<file path="src/rtl/uart_tx_arb_pkg.sv">
// Shared types and constants for uart_tx_arbiter.
// The HDR state exists only when UART_TX_ARB_HDR_EN is defined.
package uart_tx_arb_pkg;

`ifdef UART_TX_ARB_HDR_EN
  typedef enum logic [1:0] {ST_IDLE = 2'd0, ST_HDR = 2'd1, ST_XFER = 2'd2} state_t;
`else
  typedef enum logic [1:0] {ST_IDLE = 2'd0, ST_XFER = 2'd2} state_t;
`endif

  localparam logic [3:0] HDR_NIBBLE = 4'hA;

  // Requester ID width; a 2-requester build still needs one bit.
  function automatic int id_width(input int n);
    return (n <= 2) ? 1 : $clog2(n);
  endfunction

endpackage

</file>
<file path="src/rtl/uart_tx_arbiter_if.sv">
// Byte-stream bundle between the requesters, the arbiter and the UART TX handler.
interface uart_tx_arbiter_if #(
  parameter int NUM_REQ = 4
);
  logic [8*NUM_REQ-1:0] s_axis_tdata;
  logic [NUM_REQ-1:0]   s_axis_tvalid;
  logic [NUM_REQ-1:0]   s_axis_tlast;
  logic [NUM_REQ-1:0]   s_axis_tready;
  logic [7:0]           m_axis_tdata;
  logic                 m_axis_tvalid;
  logic                 m_axis_tlast;
  logic                 m_axis_tready;

  modport master (
    input  s_axis_tdata, s_axis_tvalid, s_axis_tlast, m_axis_tready,
    output s_axis_tready, m_axis_tdata, m_axis_tvalid, m_axis_tlast
  );

  modport slave (
    output s_axis_tdata, s_axis_tvalid, s_axis_tlast, m_axis_tready,
    input  s_axis_tready, m_axis_tdata, m_axis_tvalid, m_axis_tlast
  );
endinterface

</file>
<file path="src/rtl/rr_arbiter.sv">
// Combinational round-robin picker: searches from (last+1) mod N upward.
module rr_arbiter #(
  parameter int N   = 4,
  parameter int IDW = 2
) (
  input  logic [N-1:0]   req,
  input  logic [IDW-1:0] last,
  output logic [N-1:0]   grant,
  output logic [IDW-1:0] idx,
  output logic           any
);

  logic [IDW-1:0] cand [N];

  genvar gi;
  generate
    for (gi = 0; gi < N; gi++) begin : g_cand
      assign cand[gi] = IDW'((32'(last) + gi + 1) % N);
    end
  endgenerate

  // Walk offsets from farthest to nearest so the nearest requester wins.
  always_comb begin
    grant = '0;
    idx   = last;
    any   = |req;
    for (int k = N - 1; k >= 0; k--) begin
      if (req[cand[k]]) begin
        grant          = '0;
        grant[cand[k]] = 1'b1;
        idx            = cand[k];
      end
    end
  end

endmodule

</file>
<file path="src/rtl/uart_tx_arbiter.sv">
// Merges NUM_REQ byte streams into one registered stream for a UART TX handler.
// Optional per-grant header byte is enabled by defining UART_TX_ARB_HDR_EN.
module uart_tx_arbiter
  import uart_tx_arb_pkg::*;
#(
  parameter int  NUM_REQ     = 4,
  parameter int  MAX_PKT_LEN = 64,
  localparam int IDW         = id_width(NUM_REQ)
) (
  input  logic                   clk,
  input  logic                   rst_n,
  uart_tx_arbiter_if.master      bus,
  output logic [IDW-1:0]         grant_id,
  output logic                   busy,
  output logic                   pkt_trunc
);

  localparam logic [NUM_REQ-1:0] OH_RST = {1'b1, {(NUM_REQ-1){1'b0}}};

  state_t               state_reg, state_next;
  logic [IDW-1:0]       grant_reg, grant_next;
  logic [NUM_REQ-1:0]   grant_oh_reg, grant_oh_next;
  logic [7:0]           cnt_reg, cnt_next;
  logic                 slot_valid_reg, slot_valid_next;
  logic                 slot_last_reg, slot_last_next;
  logic [7:0]           slot_data_reg, slot_data_next;
  logic                 trunc_reg, trunc_next;
  logic [NUM_REQ-1:0]   tready_int;

  logic [7:0]           s_byte [NUM_REQ];
  logic [NUM_REQ-1:0]   arb_grant;
  logic [IDW-1:0]       arb_idx;
  logic                 arb_any;
  logic                 load_ok;
  logic                 g_valid;
  logic                 g_last;
  logic                 at_max;

  genvar gi;
  generate
    for (gi = 0; gi < NUM_REQ; gi++) begin : g_unpack
      assign s_byte[gi] = bus.s_axis_tdata[8*gi +: 8];
    end
  endgenerate

  rr_arbiter #(
    .N   (NUM_REQ),
    .IDW (IDW)
  ) u_rr (
    .req   (bus.s_axis_tvalid),
    .last  (grant_reg),
    .grant (arb_grant),
    .idx   (arb_idx),
    .any   (arb_any)
  );

  // The slot may refill in the same cycle it is being drained.
  assign load_ok = !slot_valid_reg || bus.m_axis_tready;
  assign g_valid = bus.s_axis_tvalid[grant_reg];
  assign g_last  = bus.s_axis_tlast[grant_reg];
  assign at_max  = (cnt_reg == 8'(MAX_PKT_LEN - 1));

  always_comb begin
    state_next      = state_reg;
    grant_next      = grant_reg;
    grant_oh_next   = grant_oh_reg;
    cnt_next        = cnt_reg;
    slot_valid_next = slot_valid_reg && !bus.m_axis_tready;
    slot_data_next  = slot_data_reg;
    slot_last_next  = slot_last_reg;
    trunc_next      = 1'b0;
    tready_int      = '0;

    case (state_reg)
      ST_IDLE: begin
        if (arb_any) begin
          grant_next    = arb_idx;
          grant_oh_next = arb_grant;
          cnt_next      = '0;
`ifdef UART_TX_ARB_HDR_EN
          state_next    = ST_HDR;
`else
          state_next    = ST_XFER;
`endif
        end
      end
`ifdef UART_TX_ARB_HDR_EN
      ST_HDR: begin
        if (load_ok) begin
          slot_valid_next = 1'b1;
          slot_data_next  = {HDR_NIBBLE, 4'(grant_reg)};
          slot_last_next  = 1'b0;
          state_next      = ST_XFER;
        end
      end
`endif
      ST_XFER: begin
        tready_int = load_ok ? grant_oh_reg : '0;
        if (load_ok && g_valid) begin
          slot_valid_next = 1'b1;
          slot_data_next  = s_byte[grant_reg];
          slot_last_next  = g_last || at_max;
          cnt_next        = cnt_reg + 8'd1;
          if (g_last || at_max) begin
            state_next = ST_IDLE;
            trunc_next = at_max && !g_last;
          end
        end
      end
      default: state_next = ST_IDLE;
    endcase
  end

  always_ff @(posedge clk or negedge rst_n) begin
    if (!rst_n) begin
      state_reg      <= ST_IDLE;
      grant_reg      <= IDW'(NUM_REQ - 1);
      grant_oh_reg   <= OH_RST;
      cnt_reg        <= '0;
      slot_valid_reg <= 1'b0;
      slot_last_reg  <= 1'b0;
      slot_data_reg  <= '0;
      trunc_reg      <= 1'b0;
    end else begin
      state_reg      <= state_next;
      grant_reg      <= grant_next;
      grant_oh_reg   <= grant_oh_next;
      cnt_reg        <= cnt_next;
      slot_valid_reg <= slot_valid_next;
      slot_last_reg  <= slot_last_next;
      slot_data_reg  <= slot_data_next;
      trunc_reg      <= trunc_next;
    end
  end

  assign bus.s_axis_tready = tready_int;
  assign bus.m_axis_tdata  = slot_data_reg;
  assign bus.m_axis_tvalid = slot_valid_reg;
  assign bus.m_axis_tlast  = slot_last_reg;
  assign grant_id          = grant_reg;
  assign busy              = (state_reg != ST_IDLE);
  assign pkt_trunc         = trunc_reg;

endmodule

</file>
<file path="src/flat_wrapper.sv">
// flat-port wrapper written by rule: the top's interface ports become plain ports
module uart_tx_arbiter_flat import uart_tx_arb_pkg::*;
#(
  parameter int  NUM_REQ     = 4,
  parameter int  MAX_PKT_LEN = 64,
  localparam int IDW         = id_width(NUM_REQ)
)
  (clk, rst_n, grant_id, busy, pkt_trunc, bus_s_axis_tdata, bus_s_axis_tvalid, bus_s_axis_tlast, bus_m_axis_tready, bus_s_axis_tready, bus_m_axis_tdata, bus_m_axis_tvalid, bus_m_axis_tlast);
  uart_tx_arbiter_if #(.NUM_REQ(NUM_REQ)) bus_i ();
  input  logic clk;
  input  logic rst_n;
  output logic [IDW-1:0] grant_id;
  output logic busy;
  output logic pkt_trunc;
  input wire logic [$bits(bus_i.s_axis_tdata)-1:0] bus_s_axis_tdata;
  input wire logic [$bits(bus_i.s_axis_tvalid)-1:0] bus_s_axis_tvalid;
  input wire logic [$bits(bus_i.s_axis_tlast)-1:0] bus_s_axis_tlast;
  input wire logic [$bits(bus_i.m_axis_tready)-1:0] bus_m_axis_tready;
  output wire logic [$bits(bus_i.s_axis_tready)-1:0] bus_s_axis_tready;
  output wire logic [$bits(bus_i.m_axis_tdata)-1:0] bus_m_axis_tdata;
  output wire logic [$bits(bus_i.m_axis_tvalid)-1:0] bus_m_axis_tvalid;
  output wire logic [$bits(bus_i.m_axis_tlast)-1:0] bus_m_axis_tlast;
  assign bus_i.s_axis_tdata = bus_s_axis_tdata;
  assign bus_i.s_axis_tvalid = bus_s_axis_tvalid;
  assign bus_i.s_axis_tlast = bus_s_axis_tlast;
  assign bus_i.m_axis_tready = bus_m_axis_tready;
  assign bus_s_axis_tready = bus_i.s_axis_tready;
  assign bus_m_axis_tdata = bus_i.m_axis_tdata;
  assign bus_m_axis_tvalid = bus_i.m_axis_tvalid;
  assign bus_m_axis_tlast = bus_i.m_axis_tlast;
  uart_tx_arbiter #(.NUM_REQ(NUM_REQ), .MAX_PKT_LEN(MAX_PKT_LEN)) u_core (.clk(clk), .rst_n(rst_n), .bus(bus_i), .grant_id(grant_id), .busy(busy), .pkt_trunc(pkt_trunc));
endmodule
</file>
<file path="config.mk">
export PLATFORM = sky130hd
export DESIGN_NAME = uart_tx_arbiter_flat
export DESIGN_NICKNAME = d
export VERILOG_FILES = /design/src/rtl/uart_tx_arb_pkg.sv /design/src/rtl/uart_tx_arbiter_if.sv /design/src/rtl/rr_arbiter.sv /design/src/rtl/uart_tx_arbiter.sv /design/src/flat_wrapper.sv
export SDC_FILE = /design/constraint.sdc
export NUM_CORES = 1
export LEC_CHECK = 0
export CAP_MARGIN = 20
export CELL_PAD_IN_SITES_DETAIL_PLACEMENT = 1
export CELL_PAD_IN_SITES_GLOBAL_PLACEMENT = 1
export CORE_MARGIN = 2
export CORE_UTILIZATION = 37
export DETAILED_ROUTE_END_ITERATION = 10
export HOLD_SLACK_MARGIN = 0.15
export PLACE_DENSITY_LB_ADDON = 0.1
export SLEW_MARGIN = 20
export SYNTH_ARGS = -nofsm -noshare
export SYNTH_HDL_FRONTEND = slang
export SYNTH_SLANG_ARGS = --single-unit
export TNS_END_PERCENT = 5
</file>
<file path="constraint.sdc">
create_clock -name clk -period 7.2 [get_ports clk]
set_input_delay 1.08 -clock clk [delete_from_list [all_inputs] [get_ports clk]]
set_output_delay 1.08 -clock clk [all_outputs]
set_load 0.005 [all_outputs]
</file>
==> flow_metrics.env <==
export IMPL_status="finished, final reports clean"
export IMPL_netlist_area_leader_share_pct=31.9
export IMPL_hpwl_mm=4.16
export IMPL_synth_ff_type="dfrtp_1"
export IMPL_cts_setup_buffers=0
export IMPL_io_buffers=60
export IMPL_crit_path_max_incr_delay_ns=0.50
export IMPL_finalCritPeriodShare_pct=48.7
export IMPL_max_freq_mhz=285
export IMPL_cp_depth=4
export IMPL_crit_buf_inv=2
export IMPL_clk_pin_slew_worst_paths_ns=0.09
export IMPL_cpMaxStageDelayCell="clkdlybuf4s50_1"
export IMPL_grt_use_total_pct=20.9
export IMPL_grtUsageMet2_pct=42.1
export IMPL_place_congestion=0.873
export IMPL_drt_first_pass_iters=4
export IMPL_vdd_ir_drop_worst_mv=0.220
export IMPL_setup_tns_ns=0
export IMPL_antenna_found_initial=0
export IMPL_die_area_sq_mm=0.00545
export IMPL_start_util_pct=38.2
export IMPL_finalCriticalPeriod_ns=3.50
export IMPL_crit_chain="clkdlybuf4s50_1 -> nand2b_1 -> and3_1 -> clkdlybuf4s50_1"
export IMPL_critPathTopFamily="buffers and inverters"
export IMPL_hold_buffers=0
export IMPL_tightest_slew_ns=0.789
export IMPL_slew_headroom_pct=47.2
export IMPL_clockRootBuffer="clkbuf_8"
export IMPL_hold_viol=0
export IMPL_power_density_mw_per_mm2=383
export IMPL_drive_gt1_share_pct=11.0
export IMPL_ant_nets=0
export IMPL_yosysWarnings=0
export IMPL_fin_area_sq_mm=0.00250
export IMPL_core_area_sq_mm=0.00472
export IMPL_layout_common_cells="60 x clkdlybuf4s50_1, 41 x nand2_1, 23 x dfrtp_1"
export IMPL_rsz0062_at_grt="no"
export IMPL_crit_required_ns=6.12
export IMPL_min_path_cells=2
export IMPL_maxCapViolCount=0
export IMPL_overflow=0
export IMPL_yosysTopAreaCell="dfrtp_1"
export IMPL_vias=1636
export IMPL_path_class="primary input to output port"
export IMPL_setup_viol_count_final=0
export IMPL_cts_sinks=26
export IMPL_antenna_cells=0
export IMPL_crit_fanout=7
export IMPL_cp_arrival_ns=2.42
export IMPL_clock_latency_ns=0.27
export IMPL_viasPerCell=5.40
export IMPL_hold_path_class="flip-flop to flip-flop"
export IMPL_area_growth_pct=38.6
export IMPL_post_synth_num_cell_types=44
export IMPL_h_tree_depth=1
export IMPL_finalNetCount=289
export IMPL_wirelength_mm=5.30
export IMPL_r2r_cells=7
export IMPL_top_usage_layer="met2"
export IMPL_syn_nets=236
export IMPL_use_met1_pct=22.3
export IMPL_drtIter0Drc=53
export IMPL_critPathLaunchType="primary input"
export IMPL_grt_pass1_wl_mm=8.72
export IMPL_crit_top_cell="clkdlybuf4s50_1"
export IMPL_yosys_register_bits=26
export IMPL_remaining_drc_errors=0
export IMPL_slew_violations=0
export IMPL_grt_pass1_vias=1827
export IMPL_synthArstFlopShare_pct=100
export IMPL_fillers=521
export IMPL_synth_edff_count=0
export IMPL_syn_avg_cell_area_sq_um=9.80
export IMPL_dpl_cell_area_sq_mm=0.00243
export IMPL_cts_tree="yes"
export IMPL_p_leak_nw=1.03
export IMPL_grt_max_degree=31
export IMPL_synthCells=184
export IMPL_routedWlPerCell_microns=17.5
export IMPL_grtUsageMet3_pct=2.33
export IMPL_fp_dieH_microns=73.8
export IMPL_cts_repair_resized=0
export IMPL_synth_area_sq_mm=0.00180
export IMPL_rows=25
export IMPL_die_w_microns=73.8
export IMPL_ios=61
export IMPL_critPathCaptureType="output port"
export IMPL_ys_seq_area_share_pct=36.3
export IMPL_clockBufferDepth=2
export IMPL_cts_made_buffers=3
export IMPL_clock_skew_ns=0.00984
export IMPL_final_common_cell="clkdlybuf4s50_1"
export IMPL_synth_area_top_cells="dfrtp_1 32%, mux4_2 15%, nand2_1 8.5%, ha_1 6.2%, dfstp_2 4.4%"
metrics by stage:
stage                     hold slack (ns)  utilization (%)  setup WS (ns)  std cells  total power, W
after CTS                           0.487             52.9           3.69        303        0.000973
final                               0.483             52.9           3.70        303        0.000957
after global routing                0.517             52.9           3.61        303         0.00104
after floorplan                     0.448                -           4.51        184        0.000641
after detailed placement            0.473             51.4           3.69        299        0.000849
after global placement              0.462             51.4           3.74        299        0.000820
where the power goes:
group          leakage (nW)  switching [W]  total [W]  internal (W)
Sequential            0.324      0.0000850   0.000294      0.000209
Combinational         0.671       0.000257   0.000543      0.000285
Clock                0.0357      0.0000461   0.000120     0.0000743
per-layer routing:
metal | share of wire (%) | up-vias | routed length, microns
li1 | - | 772 | -
met1 | 37 | 819 | 1980
met2 | 57 | 37 | 3040
met3 | 3.5 | 8 | 184
met4 | 1.8 | 0 | 97
met5 | 0 | - | 0
worst register-to-register path, cell delays in order (launching register included):
cell and delay (ns):
dfstp_2 1.02, inv_1 0.27, ha_1 0.52, mux4_2 0.62, a21oi_1 0.15, o21ai_0 0.10
o211ai_1 0.15, nand3_1 0.13
cell type report:
class                           count  area (sq um)  area share, %
Multi-Input combinational cell    142          1070           42.8
Inverter                            3          11.3          0.451
Timing Repair Buffer               61           608           24.3
Tap cell                           67          83.8           3.36
Clock inverter                      1          30.0           1.20
Clock buffer                        3          41.3           1.65
Sequential cell                    26           654           26.2
final timing paths:
path	start	to	slack [ns]
worst max-delay path	bus_m_axis_tready	bus_s_axis_tready[2]	3.70
worst min-delay path	u_core.bus.m_axis_tdata[0]	u_core.bus.m_axis_tdata[0]	0.48
worst max register to register	u_core.grant_id[0]	u_core.grant_oh_reg[3]	4.18
worst min register to register	u_core.bus.m_axis_tdata[0]	u_core.bus.m_axis_tdata[0]	0.48
max in group asynchronous	rst_n	u_core.grant_id[0]	5.71
min in group asynchronous	rst_n	u_core.bus.m_axis_tvalid	1.18
logic make-up (layout without fill, tap and decap cells):
kind of cell               count (synthesis)  count (layout)  synth area share (%)
buffers and inverters                     16              68                  4.37
DFF                                       26              26                  36.3
xor gates and xnor gates                   4               4                  1.94
and+or+nand+nor                           85              85                  22.6
muxes                                     18              18                  19.0
AOI/OAI and AO/OA                         26              26                  9.58
adders and majority gates                  9               9                  6.25
Yosys cell counts, drive strengths merged (2+ instances only):
cell	n
nand3	10
dfstp	3
a21oi	3
a211oi	2
nand4	3
o21ai	11
inv	3
and3	5
nor4	2
nor2	8
nor3b	3
mux2	4
nand2	41
ha	9
dfrtp	23
nor3	7
xnor2	3
o31ai	2
mux2i	2
buf	8
mux4	12
a221oi	2
clkbuf	5
(Power assumes the default switching activity.)
